File: src/rtl/fast_accel_udiv_pkg.sv
// Shared types and defaults for the fast_accel iterative unsigned divider.
package fast_accel_udiv_pkg;

    localparam int DEF_DIVIDEND_W = 32;
    localparam int DEF_DIVISOR_W  = 16;

    typedef enum logic [1:0] {
        IDLE = 2'd0,
        BUSY = 2'd1,
        DONE = 2'd2
    } udiv_state_e;

    // Step counter width: it runs DIVIDEND_W-1 down to 0.
    function automatic int cnt_width(input int dividendW);
        return $clog2(dividendW);
    endfunction

endpackage

File: src/rtl/fast_accel_udiv_step.sv
// One restoring-division step: shift the next dividend bit into the partial
// remainder and subtract the divisor when it fits.
module fast_accel_udiv_step
    import fast_accel_udiv_pkg::*;
#(
    parameter int DIVISOR_W = DEF_DIVISOR_W
) (
    input  logic [DIVISOR_W-1:0] r_i,
    input  logic                 bit_i,
    input  logic [DIVISOR_W-1:0] divisor_i,
    output logic [DIVISOR_W-1:0] r_o,
    output logic                 qbit_o
);

    logic [DIVISOR_W:0] trial;
    logic [DIVISOR_W:0] divisorExt;

    // The trial value is one bit wider than the remainder so a set top bit
    // always compares as larger than any divisor.
    always_comb begin
        trial      = {r_i, bit_i};
        divisorExt = {1'b0, divisor_i};
        qbit_o     = (trial >= divisorExt);
        if (qbit_o) begin
            r_o = DIVISOR_W'(trial - divisorExt);
        end else begin
            r_o = trial[DIVISOR_W-1:0];
        end
    end

endmodule

File: src/rtl/fast_accel_udiv_32ns_16ns_seq.sv
// Iterative restoring unsigned divider, one quotient bit per ce-high cycle,
// valid/ready on both sides. Optional dbz flag: FAST_ACCEL_UDIV_DBZ_FLAG_EN.
module fast_accel_udiv_32ns_16ns_seq
    import fast_accel_udiv_pkg::*;
#(
    parameter int DIVIDEND_W = DEF_DIVIDEND_W,
    parameter int DIVISOR_W  = DEF_DIVISOR_W
) (
    input  logic                  clk,
    input  logic                  reset,
    input  logic                  ce,
    input  logic                  in_valid,
    output logic                  in_ready,
    input  logic [DIVIDEND_W-1:0] dividend,
    input  logic [DIVISOR_W-1:0]  divisor,
    output logic                  out_valid,
    input  logic                  out_ready,
    output logic [DIVIDEND_W-1:0] quotient,
    output logic [DIVISOR_W-1:0]  remainder
`ifdef FAST_ACCEL_UDIV_DBZ_FLAG_EN
    ,
    output logic                  dbz
`endif
);

    localparam int CNT_W = cnt_width(DIVIDEND_W);

    udiv_state_e           state_q, state_d;
    logic [CNT_W-1:0]      count_q, count_d;
    logic [DIVIDEND_W-1:0] work_q, work_d;
    logic [DIVISOR_W-1:0]  rem_q, rem_d;
    logic [DIVISOR_W-1:0]  dvs_q, dvs_d;
    logic [DIVIDEND_W-1:0] quot_q, quot_d;
    logic [DIVISOR_W-1:0]  remOut_q, remOut_d;
    logic [DIVISOR_W-1:0]  stepRem;
    logic                  stepQbit;
`ifdef FAST_ACCEL_UDIV_DBZ_FLAG_EN
    logic                  dbz_q, dbz_d;
`endif

    fast_accel_udiv_step #(
        .DIVISOR_W(DIVISOR_W)
    ) u_step (
        .r_i      (rem_q),
        .bit_i    (work_q[DIVIDEND_W-1]),
        .divisor_i(dvs_q),
        .r_o      (stepRem),
        .qbit_o   (stepQbit)
    );

    // work_q shifts dividend bits out of its MSB while quotient bits enter at
    // its LSB, so after the last step it holds the full quotient.
    always_comb begin
        state_d  = state_q;
        count_d  = count_q;
        work_d   = work_q;
        rem_d    = rem_q;
        dvs_d    = dvs_q;
        quot_d   = quot_q;
        remOut_d = remOut_q;
`ifdef FAST_ACCEL_UDIV_DBZ_FLAG_EN
        dbz_d    = dbz_q;
`endif
        case (state_q)
            IDLE: begin
                if (ce && in_valid) begin
                    state_d = BUSY;
                    count_d = CNT_W'(DIVIDEND_W - 1);
                    work_d  = dividend;
                    rem_d   = '0;
                    dvs_d   = divisor;
`ifdef FAST_ACCEL_UDIV_DBZ_FLAG_EN
                    dbz_d   = (divisor == '0);
`endif
                end
            end
            BUSY: begin
                if (ce) begin
                    work_d = {work_q[DIVIDEND_W-2:0], stepQbit};
                    rem_d  = stepRem;
                    if (count_q == '0) begin
                        state_d  = DONE;
                        quot_d   = {work_q[DIVIDEND_W-2:0], stepQbit};
                        remOut_d = stepRem;
                    end else begin
                        count_d = count_q - CNT_W'(1);
                    end
                end
            end
            DONE: begin
                if (ce && out_ready) begin
                    state_d = IDLE;
                end
            end
            default: begin
                state_d = IDLE;
            end
        endcase
    end

    always_ff @(posedge clk or posedge reset) begin
        if (reset) begin
            state_q  <= IDLE;
            count_q  <= '0;
            work_q   <= '0;
            rem_q    <= '0;
            dvs_q    <= '0;
            quot_q   <= '0;
            remOut_q <= '0;
        end else begin
            state_q  <= state_d;
            count_q  <= count_d;
            work_q   <= work_d;
            rem_q    <= rem_d;
            dvs_q    <= dvs_d;
            quot_q   <= quot_d;
            remOut_q <= remOut_d;
        end
    end

`ifdef FAST_ACCEL_UDIV_DBZ_FLAG_EN
    always_ff @(posedge clk or posedge reset) begin
        if (reset) begin
            dbz_q <= 1'b0;
        end else begin
            dbz_q <= dbz_d;
        end
    end

    assign dbz = dbz_q;
`endif

    assign in_ready  = (state_q == IDLE);
    assign out_valid = (state_q == DONE);
    assign quotient  = quot_q;
    assign remainder = remOut_q;

endmodule

File: config.mk
export PLATFORM = sky130hd
export DESIGN_NAME = fast_accel_udiv_32ns_16ns_seq
export DESIGN_NICKNAME = d
export VERILOG_FILES = /design/src/rtl/fast_accel_udiv_pkg.sv /design/src/rtl/fast_accel_udiv_step.sv /design/src/rtl/fast_accel_udiv_32ns_16ns_seq.sv
export SDC_FILE = /design/constraint.sdc
export NUM_CORES = 1
export LEC_CHECK = 0
export CELL_PAD_IN_SITES_DETAIL_PLACEMENT = 1
export CELL_PAD_IN_SITES_GLOBAL_PLACEMENT = 2
export CORE_MARGIN = 5
export CORE_UTILIZATION = 32
export DETAILED_ROUTE_END_ITERATION = 8
export GPL_ROUTABILITY_DRIVEN = 0
export PLACE_DENSITY_LB_ADDON = 0.1
export SYNTH_ARGS = -nofsm -noshare
export SYNTH_HDL_FRONTEND = slang
export SYNTH_SLANG_ARGS = --single-unit
File: constraint.sdc
create_clock -name clk -period 4.6 [get_ports clk]
set_input_delay 0.46 -clock clk [delete_from_list [all_inputs] [get_ports clk]]
set_output_delay 0.46 -clock clk [all_outputs]
set_load 0.005 [all_outputs]
Word level (Yosys, flattened, before mapping). Cells that the tools add are included.

Register bits after elaboration: 119. Word-level logic and storage cells: 43. Output and inout bits: 50.

Mux-type cells: 16. Equality and inequality tests: 7. $add $sub $neg: 2. $lt $le $gt $ge: 1. Reduce and logical (&&, ||, !) cells: 10.

Operators by type and width (number): $mux W32 (2); $pmux W32 S2 (1); $mux W16 (3); $pmux W16 S2 (1); $ge A17 B16 Y1 (1); $sub A16 B16 Y16 (1); $mux W5 (3); $pmux W5 S2 (1); $mux W2 (4); $reduce_and A4 Y1 (2); $ne A2 B2 Y1 const B (3); $pmux W2 S3 (1); $reduce_and A3 Y1 (2); $logic_not A5 Y1 (1); $sub A5 B1 Y5 const B (1); $ne A2 B1 Y1 const B (2); $eq A2 B1 Y1 const B (1); $eq A2 B2 Y1 const B (1); $logic_and A1 B1 Y1 (2); $logic_not A2 Y1 (1); $reduce_and A2 Y1 (1); $reduce_bool A2 Y1 (1).

Longest topological paths before layout.
Depth in word-level cells: 4. Mapped depth: 11. Gate-level depth less buffers: 9.

Hierarchy. Synthesis repeated with hierarchy kept, for this count alone.

Cell total of the unflattened synthesis: 590. Area, all modules: 6199.7 µm².

By module, submodules not included: fast_accel_udiv_32ns_16ns_seq (area an instance 5034.8 µm², seq. area each 2977.9 µm², times used 1, cells an instance 434); fast_accel_udiv_step (area an instance 1164.9 µm², seq. area each 0.0 µm², times used 1, cells an instance 156).

Worst setup path before layout. Ideal clock, no wire load.

Path kind: register -> register. Start: reg rem_q[13]. End: reg rem_q[10]. Arrival time: 2.070 ns. Cell stages (with the launch flop): 11. Data required time: 4.466 ns. Period minus slack after synthesis: 2.204 ns. Path slack: 2.396 ns. Cell sequence: dfrtp_1 -> ha_1 -> buf_6 -> a21o_1 -> a211oi_2 -> nor3b_2 -> a32o_2 -> buf_6 -> buf_12 -> mux2i_1 -> o21ai_1.

Cells in the longest elaborated chain, start to end: 4.

RTL lines: from (decl) (line fast_accel_udiv_32ns_16ns_seq.sv:31) `logic [DIVISOR_W-1:0] rem_q, rem_d;`; from (signal assigned) (line fast_accel_udiv_32ns_16ns_seq.sv:114) `rem_q <= rem_d;`; $ge A17 B16 Y1 (line fast_accel_udiv_step.sv:23) `qbit_o = (trial >= divisorExt);`; $mux W16 (line fast_accel_udiv_step.sv:24) `if (qbit_o) begin`; $mux W16 (line fast_accel_udiv_32ns_16ns_seq.sv:78) `if (ce) begin`; $pmux W16 S2 (line fast_accel_udiv_32ns_16ns_seq.sv:64) `case (state_q)`.

Every way passes these cells. The select of a mux whose other input is x is not followed. A chain may end at the register's enable or synchronous reset.

Final worst setup path.
Start: reg rem_q[13]. End: reg rem_q[4].

Same word-level chain as after synthesis.

==> summary.txt <==
Setup path
  • Worst Setup End Kind: register
  • Kind of cell adding the most delay to the critical path: compound AO/OA/AOI/OAI gates
  • Cells along the critical path: ha_1, a21o_1, a211oi_2, nor3b_2, a32o_2, mux2i_1, o21ai_1
  • Worst setup path start: rem_q[13]
  • WS Path Type: register to register
  • RR Startpoint: rem_q[13]
  • Worst setup SP type: register
  • FF-to-FF End: rem_q[4]
  • Worst r2r path cells: 7
  • Setup crit end: rem_q[4]
  • Worst Path Arrival: 3.06 ns
  • R2R Setup Slk: 1.82 ns
  • Crit path depth: 7
  • Crit Path Max Fanout: 24
  • Required time of the critical path: 4.88 ns
  • Buffers plus inverters on the worst setup path: 0
  • Crit-path slowest cell: a32o_2
  • Crit-path max cell delay: 0.71 ns

Drt
  • Vias: 5269
  • WL per Instance: 17.3 µm
  • Initial DRC count: 223
  • Number of vias per cell: 5.06
  • Remaining DRCs: 0
  • Pre-antenna DRT Iters: 4
  • Post-Route WL: 18.0 mm
  • Post-route ant nets: 0

Place
  • Worst slack, placed: 1.56 ns
  • DP Cell Count: 1009
  • PortBufs: 102
  • DPL Wire Length: 12.0 mm
  • Area after DPL: 7250 µm²

CTS
  • Total clock sinks: 119
  • CTS Buf Count: 17
  • Clock slew at reported path FFs: 0.05 ns
  • Clk Latency, worst-skew pair: 0.42 ns
  • CTS Hold Bufs: 0
  • CTS H-Tree Depth: 4
  • Worst-case clock buffer depth: 2
  • # Post-CTS Setup Buffers: 0
  • Post-CTS Resized: 0
  • Root Buffer: clkbuf_16
  • CTS tree: done

Pwr
  • Sw frac: 0.393
  • NetSw: 0.00204 W
  • Internal power: 0.00315 W
  • Combinational power share: 0.432
  • PD cells: 663 nW/µm²
  • Static leakage: 3.65 nW
  • Flop pwr share: 0.317
  • Maximum VDD drop: 0.282 mV
  • Clock share of power: 0.251

Timing
  • Clock period minus worst slack: 2.78 ns
  • Final worst setup slack: 1.82 ns
  • Pins Over Slew Limit: 0
  • Final cycle utilization of the critical path: 0.604
  • Final Hold Fails: 0
  • Setup_tns: 0 ns
  • Skew final: 0.00884 ns
  • Max frequency: 360 MHz
  • Final setup violation count: 0
  • Slew at the pin with the worst max-slew slack: 1.05 ns
  • RSZ-0062 raised after global routing: no
  • Max_slew headroom: 0.301

Status
  • Status: finished, final reports clean

Layout
  • Antenna cells: 0
  • Area growth, synth to finish: 27.6%
  • Design area: 7820 µm²
  • Fillers: 2205
  • Share of cells above drive strength 1: 0.0731
  • Finished Layout Cells: 1041
  • Nets: 866

Die
  • IO Count: 103
  • Row count: 50
  • Initial Utilization: 0.327
  • CORE AREA: 18800 µm²
  • DIE HEIGHT: 148 µm
  • Die X: 148 µm
  • Die area: 22000 µm²

Synthesis
  • Post-synth ARST share: 1.00
  • Net Count, Synth: 783
  • Post-synthesis cell area: 6130 µm²
  • Synth Flop Type: dfrtp_1
  • Syn_area_per_cell: 8.62 µm²
  • Top cell type's share of synthesized area: 0.486
  • Most common cell in the netlist: nand2_1
  • Cells after Synth: 711
  • Post-synth top cells: nand2_1 (214), dfrtp_1 (119), o21ai_0 (55)
  • Post-synth EDFFs: 0
  • Netlist cell types: 62
  • Register bit total from synthesis: 119
  • Cell taking the most area after synthesis: dfrtp_1
  • Synth Warn #: 0
  • Sequential-to-total area share from yosys stat: 0.486
  • Synth area leaders: dfrtp_1 (49%), nand2_1 (13%), o21ai_0 (4.5%)

Global routing
  • GRT overflow: 0
  • First-pass GRT wire length: 30.0 mm
  • Pin count of the biggest net entering global routing: 81
  • Number of global-route vias before repair: 5646
  • Gr usage total: 0.170
  • Initial antenna violation count: 0

Min path
  • Hold Path Class: register to register

Flow run
  • Max-cap violations: 0
## cell type report
type,instances,area (µm²),area share
clock buffer,22,464,0.0594
clock inverter,10,103,0.0131
timing repair buffer,108,1070,0.136
multi-input combinational,524,2820,0.361
sequential,119,2980,0.381
tap,234,293,0.0374
inverter,24,92.6,0.0118
## flip-flops by register name, indices dropped and copies added, names as in the netlist
| register | flops |
|---|---|
| state_q | 2 |
| rem_q | 16 |
| count_q | 5 |
| dvs_q | 16 |
| work_q | 32 |
| quotient | 32 |
| remainder | 16 |
## layer usage
metal | track usage | vias to the layer above | part of all wire
li1 | - | 2550 | -
met1 | 0.225 | 2614 | 0.48
met2 | 0.278 | 86 | 0.47
met3 | 0.0430 | 19 | 0.038
met4 | 0.0457 | 0 | 0.011
met5 | 0 | - | 0
## worst register-to-register path, stage by stage (launching register included)
cell	delay, ns
dfrtp_1	0.41
ha_1	0.42
a21o_1	0.21
a211oi_2	0.23
nor3b_2	0.20
a32o_2	0.71
mux2i_1	0.36
o21ai_1	0.09
## layout by cell type, fill, tap and decap left out, types with 17 or more instances in the layout
cell / count
o21ai_0: 55
a21oi_1: 49
nor2_1: 45
dfrtp_1: 118
ha_1: 18
inv_1: 23
nand2_1: 214
o21ai_1: 26
clkbuf_16: 17
clkdlybuf4s50_1: 102
## through the flow
step / utilization / hold slack, ns / total power (W)
2_1_floorplan: - / 0.449 / 0.00332
6_report: 0.417 / 0.480 / 0.00518
5_1_grt: 0.417 / 0.504 / 0.00559
4_1_cts: 0.417 / 0.484 / 0.00524
3_3_place_gp: 0.387 / 0.462 / 0.00382
3_5_place_dp: 0.387 / 0.463 / 0.00390
## power by group through the flow
stage | logic, W | clock network, W | registers, W
2_1_floorplan | 0.00175 | 0 | 0.00157
3_3_place_gp | 0.00217 | 0 | 0.00165
3_5_place_dp | 0.00224 | 0 | 0.00166
4_1_cts | 0.00226 | 0.00133 | 0.00164
5_1_grt | 0.00252 | 0.00138 | 0.00169
6_report | 0.00224 | 0.00130 | 0.00164
## how the worst min path moves through the flow
stage	start	to	slack [ns]	cells past startpoint
4_1_cts	quotient[21]	quotient[21]	0.48	2
5_1_grt	quotient[30]	quotient[30]	0.50	2
3_5_place_dp	quotient[4]	quotient[4]	0.46	2
6_report	remainder[0]	remainder[0]	0.48	2
3_3_place_gp	quotient[9]	quotient[9]	0.46	2
2_1_floorplan	work_q[31]	work_q[31]	0.45	2
## cell families after synthesis
group | count (synthesis) | share of synthesized area
AND/OR/NAND/NOR | 304 | 0.210
AO/OA/AOI/OAI | 177 | 0.170
flip-flops | 119 | 0.486
buffers and inverters | 68 | 0.0553
adder cells (fa/ha/maj) | 19 | 0.0400
multiplexers | 13 | 0.0229
XOR/XNOR | 11 | 0.0157
No activity file was read; power rests on OpenSTA's default activity.
